File: src/rtl/conv_ctrl_pkg.sv
// conv_ctrl_pkg: state encoding and drain-length default shared by the conv tile scheduler
package conv_ctrl_pkg;
  localparam logic [2:0] S_IDLE    = 3'd0;
  localparam logic [2:0] S_ISSUE   = 3'd1;
  localparam logic [2:0] S_WAIT_MV = 3'd2;
  localparam logic [2:0] S_DRAIN   = 3'd3;
  localparam logic [2:0] S_NEXT    = 3'd4;
  localparam logic [2:0] S_DONE    = 3'd5;
  // A full systolic wavefront needs two array widths to leave the PEs.
  function automatic int drain_default(input int pe_size);
    return 2 * pe_size;
  endfunction
endpackage

File: src/rtl/tile_addr_gen.sv
// tile_addr_gen: tile index counters and base-address accumulators for the tile walk
//   load_i  : latch counts/bases/strides, clear indices, present the first tile's bases
//   step_i  : advance one tile (row inner, column outer) with incremental adders
//   clear_i : abort, zero the indices and base outputs (wins over load/step)
//   col_idx_o/row_idx_o, mem0_base_o/mem1_base_o : current tile
//   last_o  : current tile is the final one of the grid
module tile_addr_gen #(
  parameter int TCW = 8,
  parameter int A0W = 10,
  parameter int A1W = 10
) (
  input  logic           clk,
  input  logic           rst_n,
  input  logic           load_i,
  input  logic           step_i,
  input  logic           clear_i,
  input  logic [TCW-1:0] num_col_i,
  input  logic [TCW-1:0] num_row_i,
  input  logic [A0W-1:0] mem0_base_i,
  input  logic [A1W-1:0] mem1_base_i,
  input  logic [A0W-1:0] mem0_stride_i,
  input  logic [A1W-1:0] mem1_stride_i,
  output logic [TCW-1:0] col_idx_o,
  output logic [TCW-1:0] row_idx_o,
  output logic [A0W-1:0] mem0_base_o,
  output logic [A1W-1:0] mem1_base_o,
  output logic           last_o
);
  logic [TCW-1:0] ncol_q, ncol_d, nrow_q, nrow_d, col_q, col_d, row_q, row_d;
  logic [A0W-1:0] stride0_q, stride0_d, addr0_q, addr0_d;
  logic [A1W-1:0] base1_q, base1_d, stride1_q, stride1_d, addr1_q, addr1_d;
  logic           row_last, col_last;
  assign row_last = row_q == nrow_q - 1'b1;
  assign col_last = col_q == ncol_q - 1'b1;
  assign last_o = row_last && col_last;
  assign col_idx_o = col_q;
  assign row_idx_o = row_q;
  assign mem0_base_o = addr0_q;
  assign mem1_base_o = addr1_q;
  always_comb begin
    ncol_d = ncol_q;
    nrow_d = nrow_q;
    base1_d = base1_q;
    stride0_d = stride0_q;
    stride1_d = stride1_q;
    col_d = col_q;
    row_d = row_q;
    addr0_d = addr0_q;
    addr1_d = addr1_q;
    if (clear_i) begin
      col_d = '0;
      row_d = '0;
      addr0_d = '0;
      addr1_d = '0;
    end else if (load_i) begin
      ncol_d = num_col_i;
      nrow_d = num_row_i;
      base1_d = mem1_base_i;
      stride0_d = mem0_stride_i;
      stride1_d = mem1_stride_i;
      col_d = '0;
      row_d = '0;
      addr0_d = mem0_base_i;
      addr1_d = mem1_base_i;
    end else if (step_i) begin
      if (!row_last) begin
        row_d = row_q + 1'b1;
        addr1_d = addr1_q + stride1_q;
      end else begin
        // Row wrap restarts the activation walk from the latched base.
        row_d = '0;
        addr1_d = base1_q;
        if (!col_last) begin
          col_d = col_q + 1'b1;
          addr0_d = addr0_q + stride0_q;
        end
      end
    end
  end
  always_ff @(posedge clk or negedge rst_n) begin
    if (!rst_n) begin
      ncol_q <= '0;
      nrow_q <= '0;
      base1_q <= '0;
      stride0_q <= '0;
      stride1_q <= '0;
      col_q <= '0;
      row_q <= '0;
      addr0_q <= '0;
      addr1_q <= '0;
    end else begin
      ncol_q <= ncol_d;
      nrow_q <= nrow_d;
      base1_q <= base1_d;
      stride0_q <= stride0_d;
      stride1_q <= stride1_d;
      col_q <= col_d;
      row_q <= row_d;
      addr0_q <= addr0_d;
      addr1_q <= addr1_d;
    end
  end
endmodule

File: src/rtl/conv_tile_scheduler.sv
// conv_tile_scheduler: walks the column x row tile grid, issuing one data-mover job per tile
//   start_i/abort_i        : job start (IDLE only) and abort (highest priority)
//   num_*_tiles_i, mem*_i  : grid size, bases and strides, latched at start
//   mv_start_o/mv_done_i   : data-mover handshake; mv_mem*_base_o hold the tile bases
//   sa_clear_o             : accumulator clear, coincident with mv_start_o
//   col_idx_o/row_idx_o    : current tile; busy_o outside IDLE; done_o one-cycle completion
module conv_tile_scheduler
  import conv_ctrl_pkg::*;
#(
  parameter int PE_SIZE         = 16,
  parameter int MEM0_ADDR_WIDTH = 10,
  parameter int MEM1_ADDR_WIDTH = 10,
  parameter int TILE_CNT_WIDTH  = 8,
  parameter int DRAIN_CYCLES    = drain_default(PE_SIZE)
) (
  input  logic                       clk,
  input  logic                       rst_n,
  input  logic                       start_i,
  input  logic                       abort_i,
  input  logic [TILE_CNT_WIDTH-1:0]  num_col_tiles_i,
  input  logic [TILE_CNT_WIDTH-1:0]  num_row_tiles_i,
  input  logic [MEM0_ADDR_WIDTH-1:0] mem0_base_i,
  input  logic [MEM1_ADDR_WIDTH-1:0] mem1_base_i,
  input  logic [MEM0_ADDR_WIDTH-1:0] mem0_stride_i,
  input  logic [MEM1_ADDR_WIDTH-1:0] mem1_stride_i,
  output logic                       mv_start_o,
  input  logic                       mv_done_i,
  output logic [MEM0_ADDR_WIDTH-1:0] mv_mem0_base_o,
  output logic [MEM1_ADDR_WIDTH-1:0] mv_mem1_base_o,
  output logic                       sa_clear_o,
  output logic [TILE_CNT_WIDTH-1:0]  col_idx_o,
  output logic [TILE_CNT_WIDTH-1:0]  row_idx_o,
  output logic                       busy_o,
  output logic                       done_o
);
  localparam int DW = $clog2(DRAIN_CYCLES) + 1;
  logic [2:0]    state_q, state_d;
  logic [DW-1:0] drain_q, drain_d;
  logic          load, step, last, empty;
  assign empty = num_col_tiles_i == '0 || num_row_tiles_i == '0;
  assign load = state_q == S_IDLE && start_i && !abort_i;
  assign step = state_q == S_NEXT && !abort_i;
  // Every output is a decode of state_q, so no input reaches an output combinationally.
  assign mv_start_o = state_q == S_ISSUE;
  assign sa_clear_o = state_q == S_ISSUE;
  assign busy_o = state_q != S_IDLE;
  assign done_o = state_q == S_DONE;
  tile_addr_gen #(
    .TCW(TILE_CNT_WIDTH),
    .A0W(MEM0_ADDR_WIDTH),
    .A1W(MEM1_ADDR_WIDTH)
  ) u_addr (
    .clk          (clk),
    .rst_n        (rst_n),
    .load_i       (load),
    .step_i       (step),
    .clear_i      (abort_i),
    .num_col_i    (num_col_tiles_i),
    .num_row_i    (num_row_tiles_i),
    .mem0_base_i  (mem0_base_i),
    .mem1_base_i  (mem1_base_i),
    .mem0_stride_i(mem0_stride_i),
    .mem1_stride_i(mem1_stride_i),
    .col_idx_o    (col_idx_o),
    .row_idx_o    (row_idx_o),
    .mem0_base_o  (mv_mem0_base_o),
    .mem1_base_o  (mv_mem1_base_o),
    .last_o       (last)
  );
  always_comb begin
    state_d = state_q;
    drain_d = drain_q;
    if (abort_i) begin
      state_d = S_IDLE;
      drain_d = '0;
    end else begin
      case (state_q)
        S_IDLE:    state_d = start_i ? (empty ? S_DONE : S_ISSUE) : S_IDLE;
        S_ISSUE:   state_d = S_WAIT_MV;
        S_WAIT_MV: begin
          state_d = mv_done_i ? S_DRAIN : S_WAIT_MV;
          drain_d = mv_done_i ? DW'(DRAIN_CYCLES - 1) : drain_q;
        end
        S_DRAIN: begin
          state_d = drain_q == '0 ? S_NEXT : S_DRAIN;
          drain_d = drain_q == '0 ? drain_q : drain_q - 1'b1;
        end
        S_NEXT:    state_d = last ? S_DONE : S_ISSUE;
        S_DONE:    state_d = S_IDLE;
        default:   state_d = S_IDLE;
      endcase
    end
  end
  always_ff @(posedge clk or negedge rst_n) begin
    if (!rst_n) begin
      state_q <= S_IDLE;
      drain_q <= '0;
    end else begin
      state_q <= state_d;
      drain_q <= drain_d;
    end
  end
endmodule

File: config.mk
export PLATFORM = sky130hd
export DESIGN_NAME = conv_tile_scheduler
export DESIGN_NICKNAME = d
export VERILOG_FILES = /design/src/rtl/conv_ctrl_pkg.sv /design/src/rtl/tile_addr_gen.sv /design/src/rtl/conv_tile_scheduler.sv
export SDC_FILE = /design/constraint.sdc
export NUM_CORES = 1
export LEC_CHECK = 0
export BUFFER_PORTS_ARGS = -buffer_cell sky130_fd_sc_hd__buf_2
export CAP_MARGIN = 20
export CORE_MARGIN = 2
export CORE_UTILIZATION = 30
export CTS_CLUSTER_SIZE = 8
export DETAILED_ROUTE_END_ITERATION = 6
export PLACE_DENSITY = 0.57
export SYNTH_ARGS = -nofsm -noshare
export SYNTH_HDL_FRONTEND = slang
export SYNTH_SLANG_ARGS = --single-unit
File: constraint.sdc
create_clock -name clk -period 3.6 [get_ports clk]
set_clock_uncertainty 0.2 [all_clocks]
set_input_delay 0.54 -clock clk [delete_from_list [all_inputs] [get_ports clk]]
set_output_delay 0.54 -clock clk [all_outputs]
set_load 0.005 [all_outputs]
* Word-level counts from Yosys, hierarchy flattened
Cells that the tools add are included.
** Storage, ports and cells
- Logic and storage cells :: 75
- Register bits after elaboration :: 91
** Cells by class
- Reduce and logical (&&, ||, !) cells :: 17
- Bitwise logic cells :: 1
- Mux-type cells :: 29
- Equality and inequality tests :: 10
- Add/subtract/negate cells :: 7
** Operators with widths (count)
- $mux 10 :: 9
- $mux 8 :: 9
- $add 10x10->10 :: 2
- $mux 6 :: 3
- $add 8x1->8 const B :: 2
- $eq 8x8->1 :: 2
- $logic_not 8->1 :: 2
- $sub 8x1->8 const B :: 2
- $mux 3 :: 5
- $pmux 3 s5 :: 1
- $pmux 6 s2 :: 1
- $reduce_bool 3->1 :: 4
- $ne 3x3->1 const B :: 3
- $eq 3x2->1 const B :: 2
- $eq 3x3->1 const B :: 2
- $logic_not 6->1 :: 1
- $reduce_and 3->1 :: 2
- $sub 6x1->6 const B :: 1
- $logic_and 1x1->1 :: 4
- $eq 3x1->1 const B :: 1
- $logic_not 3->1 :: 1
- $reduce_and 2->1 :: 1
- $logic_not 1->1 :: 1
- $logic_or 1x1->1 :: 1
- other kinds (2) :: 2

* Depth between registers and ports, before layout
- Depth in word-level cells :: 7
- Mapped depth :: 11
- Gate-level depth less buffers :: 10

* Hierarchy
From an unflattened synthesis, not the netlist that was laid out.
** Unflattened totals
- Cells, all modules :: 616
- Area, all modules :: 5504.0 um2
** Modules (own cells, without submodules)
- tile_addr_gen :: seq. area each 2052.0 um2, area an instance 4867.2 um2, cells an instance 546, times used 1
- conv_tile_scheduler :: seq. area each 225.2 um2, area an instance 636.9 um2, cells an instance 70, times used 1

* Worst setup path before layout
Ideal clock, no wire load.
- Path kind :: flip-flop to flip-flop
- Start :: reg u_addr.nrow_q[0]
- End :: reg u_addr.addr0_q[9], in the netlist u_addr.mem0_base_o[9]
- Period minus slack after synthesis :: 3166 ps
- Required time :: 3301 ps
- Setup time :: 99 ps
- Path slack :: 434 ps
- Arrival :: 2867 ps
- Stages on the path, launching flop included :: 10
- Cell sequence :: dfrtp_1 inv_1 ha_1 or3b_4 or4_4 a2111oi_4 o211a_1 nand3_1 or4_1 a311oi_1
** On the way
- Cells in the longest elaborated chain, start to end :: 4
** RTL lines
- from (decl) :: line tile_addr_gen.sv:29 : logic [TCW-1:0] ncol_q, ncol_d, nrow_q, nrow_d, col_q, col_d, row_q, row_d;
- from (signal assigned) :: line tile_addr_gen.sv:93 : nrow_q <= nrow_d;
- $sub 8x1->8 :: line tile_addr_gen.sv:33 : assign row_last = row_q == nrow_q - 1'b1;
- $eq 8x8->1 :: line tile_addr_gen.sv:33
- $reduce_bool 3->1 (no source line)
- $reduce_and 3->1 (no source line)
- to (signal assigned) :: line tile_addr_gen.sv:99 : addr0_q <= addr0_d;
- to (decl) :: line tile_addr_gen.sv:30 : logic [A0W-1:0] stride0_q, stride0_d, addr0_q, addr0_d;
No other way between the ends.
A chain may end at the register's enable or synchronous reset.

* Final worst setup path
Ends and elaborated chain as after synthesis.

==> impl_metrics.toml <==
[outcome]
run_status = "complete, no violations"

[timing]
finalCritPeriodShare_pct = 94.7
max-slew-margin-rel_pct = 34.9
max_freq_ghz = 0.293
tightest_slew_ps = 974
drv_slew = 0
fin_setup_tns_ps = 0
setup_viol = 0
period_minus_slack_ps = 3410
hold_viol_final = 0
rsz0062_at_grt = "false"

[detailed_routing]
drt-wirelength-per-cell_um = 16.6
routed-wl-met3_um = 748
via_count = 4509
via_per_inst = 5.19
drc = 0
drt-met1-wl_um = 6630
route.met2.wl_um = 6850
drtIter0Drc = 302
drt_wl_total_um = 14400
top_layer = "met4"
antenna_left = 0
firstDrtPassIters = 4

[floorplanning]
core_um2 = 17400
die_y_um = 137
placementRows = 48
start_util_pct = 30.8
io_pins = 101
dieArea_um2 = 18900
dieWidth_um = 137

[finish]
drive_gt1_share_pct = 27.6
areaGrowthSynthToFinish_pct = 20.2
fillers = 1740
nNetsFinal = 725
antenna_cells = 0

[critical_path]
worstPathRequired_ps = 3650
startpoint_type = "register"
arrival_ps = 3460
r2r.worst_path.cells = 9
cp_max_fo = 5
end_kind = "register"
crit_type = "register to register"

[grt]
grtUsageTotal_pct = 15.7
grt_pass1_vias = 4578
gr-total-overflow = 0
grt_pass1_wl_um = 23300
grt_max_degree = 35
antenna_found_initial = 0

[synthesis]
synth_cells = 541
ys_top_cells_by_area = "dfrtp_1 43%, mux2_2 8.4%, ha_1 5.4%, xnor2_1 4.9%, nor2_1 3.4%"
ys_async_sr_fraction_pct = 100
synth_flop_cell = "dfrtp_1"
avgSynthCellArea_um2 = 9.88
synth_cell_types = 57
yosys.area.top_type_share_pct = 42.6
synth_edf_count = 0
synth_commonest_cells = "91 x dfrtp_1, 48 x nor2_1, 47 x nand2_1, 40 x mux2_2, 30 x xnor2_1"
ys_seq_elements = 91
seq_area_frac_synth_pct = 42.6
synth_largest_area_cell = "dfrtp_1"
syn-cell-area_um2 = 5340
yosys_warnings = 0
synth_nets = 627
synth_most_common_cell = "dfrtp_1"

[clock_tree]
clk_path_buf_depth = 2
cts_made_buffers = 9
post_cts_buffers = 0
clock_latency_ps = 350
clock_sink_count = 91
h-tree-depth = 3
clkTransAtPathRegs_ps = 70
cts_root_buf = "clkbuf_16"
cts_tree = "built"

[power]
ir_drop_mv = 0.240
total_power_uw = 3370
powerDensity_nw_per_um2 = 525
leakagePower_uw = 0.00285

[place]
gp_congestion = 0.829
detailed_place_hpwl_um = 10700
port_buffers = 100

[min_path]
hp-class = "input port to register"
worstHoldPathCells = 3

[job]
maxCapViolations = 0
-- worst max-delay path: stages, from the launching register on --
cell       delay, ps
dfrtp_2          440
inv_1             80
ha_1             170
or3b_4           400
or4_4            440
a2111oi_4        370
o211a_1          270
nand3_2          140
or4_1            550
a311oi_1         260
-- where the power goes --
group	total, uW	switching [uW]	leakage [uW]	internal [uW]
sequential	1370	169	0.00116	1200
combinational	1040	527	0.00155	518
clock	954	466	0.000142	488
total	3370	1160	0.00285	2210
-- flip-flops by register name, summed over array words and instances, names as in the netlist, 8 cells and up --
register,count
u_addr.base1_q,10
u_addr.col_idx_o,8
u_addr.mem0_base_o,10
u_addr.mem1_base_o,10
u_addr.ncol_q,8
u_addr.nrow_q,8
u_addr.row_idx_o,8
u_addr.stride0_q,10
u_addr.stride1_q,10
-- layout by cell type (no fill, tap or decap), types with 6 or more instances in the layout --
cell type,n
a21oi_1,26
a22oi_1,8
ha_1,23
o21ai_0,25
or4_1,6
a311oi_1,11
nor4_1,8
dfrtp_1,90
a211oi_1,9
clkbuf_16,9
nor2_1,47
o22ai_1,8
nand2_1,47
nand3_1,13
xor2_1,11
buf_4,11
buf_2,99
nor3_1,17
xnor2_1,30
and3_1,6
mux2_2,40
inv_1,15
-- per-stage QoR --
stage | setup WS [ps] | utilization (%) | instances | hold slack (ps) | instance area, um^2
after floorplan | 434 | - | 541 | 44.4 | 5340
after global placement | 233 | 35.2 | 852 | 283 | 6110
after detailed placement | 125 | 35.2 | 852 | 290 | 6110
after CTS | 128 | 37.0 | 869 | 181 | 6410
after global routing | 4.74 | 37.0 | 869 | 194 | 6420
final | 193 | 37.0 | 869 | 192 | 6420
-- area by class of cell --
type / count / area [um^2] / area share (%)
multi-input combinational: 411 / 2920 / 45.5
sequential: 91 / 2280 / 35.5
timing repair buffer: 111 / 588 / 9.16
tap: 225 / 282 / 4.38
clock buffer: 9 / 225 / 3.51
clock inverter: 7 / 67.6 / 1.05
inverter: 15 / 56.3 / 0.877
-- routing by layer --
layer,track usage [%],up-vias
li1,-,2181
met1,20.6,2210
met2,25.3,104
met3,3.90,14
met4,5.21,0
met5,0,-
-- final timing paths --
kind | from | endpoint | slack [ps]
min reg2reg | u_addr.base1_q[6]$_DFFE_PN0P_ | u_addr.base1_q[6]$_DFFE_PN0P_ | 300
min in group asynchronous | rst_n | u_addr.mem0_base_o[5]$_DFFE_PN0P_ | 470
min | mem0_stride_i[1] | u_addr.stride0_q[1]$_DFFE_PN0P_ | 190
max reg2reg | u_addr.nrow_q[0]$_DFFE_PN0P_ | u_addr.mem0_base_o[9]$_DFFE_PN0P_ | 190
max | u_addr.nrow_q[0]$_DFFE_PN0P_ | u_addr.mem0_base_o[9]$_DFFE_PN0P_ | 190
max in group asynchronous | rst_n | u_addr.nrow_q[0]$_DFFE_PN0P_ | 1960
-- kinds of logic (layout without fill, tap and decap cells) --
logic type               Yosys count  count (layout)  synth area share (%)
AND/OR/NAND/NOR                  180             180                  16.8
flip-flops                        91              91                  42.6
multiplexers                      46              46                  9.58
XOR/XNOR                          41              41                  6.72
buffers and inverters             39             142                  2.90
adder cells (fa/ha/maj)           25              25                  6.13
AO/OA/AOI/OAI                    119             119                  15.2
-- what timing repair did --
item / in CTS / in global routing
hold buffers: 1 / 0
hold endpoints to repair: 31 / 0
resized for setup: 0 / 2
setup endpoints to repair: 0 / 1
No activity file was read; power rests on OpenSTA's default activity.
